### config.mk
export PLATFORM = sky130hd
export DESIGN_NAME = down_timer
export DESIGN_NICKNAME = d
export VERILOG_FILES = /design/src/rtl/timer_pkg.sv /design/src/rtl/tick_gen.sv /design/src/rtl/down_timer.sv
export SDC_FILE = /design/constraint.sdc
export NUM_CORES = 1
export LEC_CHECK = 0
export ABC_CLOCK_PERIOD_IN_PS = 1800
export BUFFER_PORTS_ARGS = -buffer_cell sky130_fd_sc_hd__buf_2
export CAP_MARGIN = 15
export CORE_UTILIZATION = 49
export CTS_CLUSTER_DIAMETER = 200
export DETAILED_ROUTE_END_ITERATION = 8
export PLACE_DENSITY = 0.72
export SLEW_MARGIN = 20
export SYNTH_ARGS = -nofsm -noshare
export SYNTH_HDL_FRONTEND = slang
export SYNTH_HIERARCHICAL = 1
export SYNTH_SLANG_ARGS = --single-unit
export TNS_END_PERCENT = 5
### constraint.sdc
create_clock -name clk -period 1.8 [get_ports clk]
set_input_delay 0 -clock clk [delete_from_list [all_inputs] [get_ports clk]]
set_output_delay 0 -clock clk [all_outputs]
set_load 0.01 [all_outputs]
### src/rtl/timer_pkg.sv
// Shared game-timing definitions: FSM state encoding for down-counting timers
// and a helper that sizes prescaler counters.
package timer_pkg;

    // Timer FSM states; encoding is shared with other game-timing blocks.
    typedef enum logic [1:0] {
        S_IDLE = 2'd0,
        S_RUN  = 2'd1,
        S_HOLD = 2'd2
    } timer_state_t;

    localparam int DEF_WIDTH    = 8;
    localparam int DEF_PRESCALE = 4;

    // Bits needed for a prescaler counting 0..p-1; never less than one bit.
    function automatic int presc_bits(input int p);
        return (p > 1) ? $clog2(p) : 1;
    endfunction

endpackage

### src/rtl/tick_gen.sv
// Prescaler: emits a one-cycle tick every PRESCALE enabled clocks.
// Ports: clk, reset (async, active-high), en (advance), clr (restart phase),
//        tick (high on the enabled cycle that completes a prescale period).
module tick_gen
    import timer_pkg::*;
#(
    parameter int PRESCALE = DEF_PRESCALE
) (
    input  logic clk,
    input  logic reset,
    input  logic en,
    input  logic clr,
    output logic tick
);

    localparam int PW = presc_bits(PRESCALE);
    localparam logic [PW-1:0] LAST = PW'(PRESCALE - 1);

    logic [PW-1:0] presc;

    // Tick is qualified by en so a frozen prescaler never fires.
    assign tick = en && (presc == LAST);

    always_ff @(posedge clk or posedge reset) begin
        if (reset) begin
            presc <= '0;
        end else if (clr) begin
            presc <= '0;
        end else if (en) begin
            if (tick) begin
                presc <= '0;
            end else begin
                presc <= presc + PW'(1);
            end
        end
    end

endmodule

### src/rtl/down_timer.sv
// Loadable, pausable down-counter with optional auto-reload and a one-cycle
// done pulse on each terminal tick.
// Ports: clk, reset (async, active-high), start, load_val[WIDTH], auto_reload,
//        pause, abort -> count[WIDTH], busy (RUN|HOLD), done (registered pulse).
module down_timer
    import timer_pkg::*;
#(
    parameter int WIDTH    = DEF_WIDTH,
    parameter int PRESCALE = DEF_PRESCALE
) (
    input  logic             clk,
    input  logic             reset,
    input  logic             start,
    input  logic [WIDTH-1:0] load_val,
    input  logic             auto_reload,
    input  logic             pause,
    input  logic             abort,
    output logic [WIDTH-1:0] count,
    output logic             busy,
    output logic             done
);

    timer_state_t     state;
    logic [WIDTH-1:0] reload_reg;
    logic             tick;
    logic             active;

    assign busy = (state == S_RUN) || (state == S_HOLD);

    // The prescaler advances on every un-paused busy edge, including the
    // edge that leaves HOLD, so a pause of N cycles delays by exactly N.
    assign active = busy && !pause;

    tick_gen #(
        .PRESCALE(PRESCALE)
    ) u_tick (
        .clk  (clk),
        .reset(reset),
        .en   (active),
        .clr  (start | abort),
        .tick (tick)
    );

    always_ff @(posedge clk or posedge reset) begin
        if (reset) begin
            state      <= S_IDLE;
            count      <= '0;
            reload_reg <= '0;
            done       <= 1'b0;
        end else begin
            done <= 1'b0;
            if (abort) begin
                state <= S_IDLE;
                count <= '0;
            end else if (start) begin
                // Retrigger discards any coincident terminal tick.
                if (load_val != '0) begin
                    state      <= S_RUN;
                    count      <= load_val;
                    reload_reg <= load_val;
                end else begin
                    // Zero-length timer: finishes immediately.
                    state <= S_IDLE;
                    count <= '0;
                    done  <= 1'b1;
                end
            end else begin
                unique case (state)
                    S_IDLE: begin
                        state <= S_IDLE;
                    end
                    S_RUN, S_HOLD: begin
                        if (pause) begin
                            state <= S_HOLD;
                        end else begin
                            state <= S_RUN;
                            if (tick) begin
                                if (count == WIDTH'(1)) begin
                                    done <= 1'b1;
                                    if (auto_reload) begin
                                        count <= reload_reg;
                                    end else begin
                                        count <= '0;
                                        state <= S_IDLE;
                                    end
                                end else if (count != '0) begin
                                    count <= count - WIDTH'(1);
                                end
                            end
                        end
                    end
                    default: begin
                        state <= S_IDLE;
                        count <= '0;
                    end
                endcase
            end
        end
    end

endmodule

==> reports/results.txt <==
Distinct cell type count after synthesis: 43
I/O pin cnt: 24
Hpwl dp: 2780 um
Ys async rst share: 100%
CTS Buffer Depth: 2
DP Cell Count: 211
Routed Antenna Nets: 0
R2r setup slk: -0.14 ns
Worst r2r path cells: 8
Clock Latency Late Sink: 0.31 ns
Layout cells sized above 1: 43.5%
Largest net degree at the start of global routing: 20
Root Buffer: clkbuf_4
VDD IR max: 604 uV
Die Area: 0.00278 sq mm
CP cell instances: inv_2, ha_4, or4b_4, nor2_4, buf_6, and3_1, o21ai_1, a31oi_1
Clock-pin slew on the worst setup and hold paths: 0.12 ns
DRT iter0 DRCs: 69
Hold EP: reload_reg[6]
Crit-path slowest cell: or4b_4
#FFs+latches synth: 21
Clk pwr share: 19.0%
Crit path max fanout: 5
Clock skew: 0.00353 ns
Non-Filler Instances: 230
PwrDens: 674 mW/mm^2
Worst setup margin: -0.141 ns
Total Negative Setup Slacks: -0.615 ns
Drt via density: 5.85
FMAX: 0.515 GHz
Hold crit path type: input port to flop
Crit start category: flop
Initial antenna violation count: 0
1st-pass router iterations: 4
YS warnings: 6
Vias in the first global route: 1344
# rows: 18
Leak pwr: 0.862 nW
CP max stage delay: 0.52 ns
Tot GR Track Use: 31.8%
Max Transition Viols Final: 0
P_int: 817 uW
Worst-margin pin slew: 0.776 ns
# setup viols final: 9
Wirelength, routed: 3950 um
TritonCTS clock tree: yes
Wire per inst: 17.2 um
Worst path required time: 2.03 ns
Syn Nets: 159
First-pass GRT wire length: 6380 um
Vias: 1346
Sw Ratio: 34.4%
Area of the mapped netlist: 0.00126 sq mm
Violated checks: negative setup slack
Hold path start: load_val[6]
Total of max-cap violations: 0
Clk sinks: 21
Nature of the critical path endpoint: flop
CTS Buf Count: 3
GP Congestion: 0.945
Hold path depth: 3
Worst reg2reg startpoint: count[1]
Core area: 0.00245 sq mm
Max-Slew Margin vs Limit: 48.2%
Final hold vios: 0
Status: finished, violations left
Die Y: 52.8 um
Post-layout nets: 220
FF-to-FF End: count[1]
Detailed-route DRC error count: 0
Final Cycle Share: 108%
Post-synthesis sequential area ratio: 41.6%
Net Switching: 429 uW
CP Class: flop to flop
Ys flop type: dfrtp_1
Initial core utilization: 51.4%
Die X: 52.8 um
Arr. time, crit path: 2.17 ns
Grt ovf: 0
Final Total Pwr: 1.25 mW
P&R area growth vs syn: 46.5%
Seq pwr share: 45.0%
PortBufs: 23
Antenna Cells: 0
Cell count after synthesis: 140
RSZ-0062 raised after global routing: true
H-tree depth: 1
Combinational power share: 36.0%
Number of synthesized flops with an enable pin: 0
Syn Area/Cell: 9.02 sq um
Post-layout min period: 1.94 ns
layer usage:
layer | wire length (um) | vias up | global-route usage (%) | part of all wire (%)
met5 | 0 | - | 0 | 0
met1 | 1700 | 624 | 43.7 | 43
met3 | 291 | 6 | 4.06 | 7.4
li1 | - | 642 | - | -
met2 | 1920 | 74 | 51.7 | 49
met4 | 38 | 0 | 9.65 | 0.96
cell type report:
type | instances | area, sq um
flip-flops and latches | 21 | 528
clock buffers | 3 | 22.5
clock inverters | 1 | 5.00
well taps | 30 | 37.5
repair buffers | 60 | 423
inverters | 6 | 22.5
fillers | 171 | 606
multi-input cells | 109 | 811
cell usage after synthesis, types with 2 or more instances:
master | instances | area, sq um
and3_1 | 2 | 12.5
inv_1 | 6 | 22.5
nor2b_1 | 3 | 18.8
dfrtp_1 | 21 | 526
a21oi_1 | 7 | 35.0
and2_1 | 2 | 12.5
nand2b_1 | 2 | 12.5
a211oi_1 | 2 | 15.0
nor2_1 | 11 | 41.3
or3b_1 | 2 | 17.5
o21ai_0 | 3 | 15.0
ha_1 | 5 | 62.6
nand2_1 | 23 | 86.3
nor4_1 | 2 | 12.5
nor3_1 | 3 | 15.0
a31oi_1 | 4 | 25.0
nand3_1 | 3 | 15.0
nor4b_1 | 2 | 17.5
a22o_1 | 3 | 26.3
o31ai_1 | 3 | 22.5
a41oi_1 | 2 | 17.5
o21ai_1 | 6 | 30.0
clkbuf_1 | 3 | 11.3
layout by cell type, fill, tap and decap left out, types with 3 or more instances in the layout:
cell / instances
a31oi_1: 4
dlygate4sd3_1: 9
o21ai_1: 5
a21oi_1: 5
clkbuf_4: 3
inv_1: 4
a22o_1: 3
ha_1: 3
nor2_1: 8
nand3_1: 3
buf_2: 23
buf_4: 26
dfrtp_1: 19
nor2_2: 3
nand2_1: 22
power by group through the flow:
stage | registers (mW) | clock network, mW | logic [mW]
final | 0.561 | 0.236 | 0.449
after global routing | 0.567 | 0.260 | 0.491
after CTS | 0.558 | 0.236 | 0.417
after detailed placement | 0.566 | 0 | 0.376
after global placement | 0.563 | 0 | 0.368
after floorplan | 0.577 | 0 | 0.201
metrics by stage:
| step | utilization, % | worst slack [ns] | cell area (sq um) | hold WS [ns] |
|---|---|---|---|---|
| after global routing | 75.3 | -0.199 | 1850 | 0.0203 |
| after detailed placement | 64.8 | -0.164 | 1590 | -0.137 |
| after CTS | 72.5 | -0.0762 | 1780 | 0.00818 |
| final | 75.3 | -0.141 | 1850 | 0.0213 |
| after floorplan | - | -0.0401 | 1300 | -0.259 |
| after global placement | 64.8 | -0.0942 | 1590 | -0.144 |
worst max-delay path by stage:
stage | startpoint | endpoint | slack, ns
2_1_floorplan | count[1] | count[1] | -0.04
3_3_place_gp | state[1] | count[6] | -0.09
3_5_place_dp | state[0] | count[6] | -0.16
4_1_cts | count[1] | count[1] | -0.08
5_1_grt | count[1] | count[1] | -0.20
6_report | count[1] | count[1] | -0.14
cell families after synthesis:
logic type,count (synthesis),share of synthesized area [%]
flip-flops,21,41.6
multiplexers,1,0.793
buffers and inverters,10,3.57
XOR/XNOR,1,0.694
AO/OA/AOI/OAI,41,22.8
adder cells (fa/ha/maj),5,4.96
AND/OR/NAND/NOR,61,25.6
worst max-delay path: cells and delay by family, from the launching register on:
family / cells / cell delay (ns)
compound gates: 2 / 0.24
fa+ha+maj: 1 / 0.12
buf+inv: 2 / 0.22
flops: 1 / 0.43
simple gates: 3 / 0.84
repair_timing:
item | 4_1_cts | 5_1_grt
pin swaps | 7 | 6
hold buffers | 9 | 0
setup endpoints to repair | 10 | 10
resized for setup | 10 | 13
hold endpoints to repair | 31 | 0
buffers inserted | 5 | 1
Note: power is estimated with default switching activity, not from simulation.
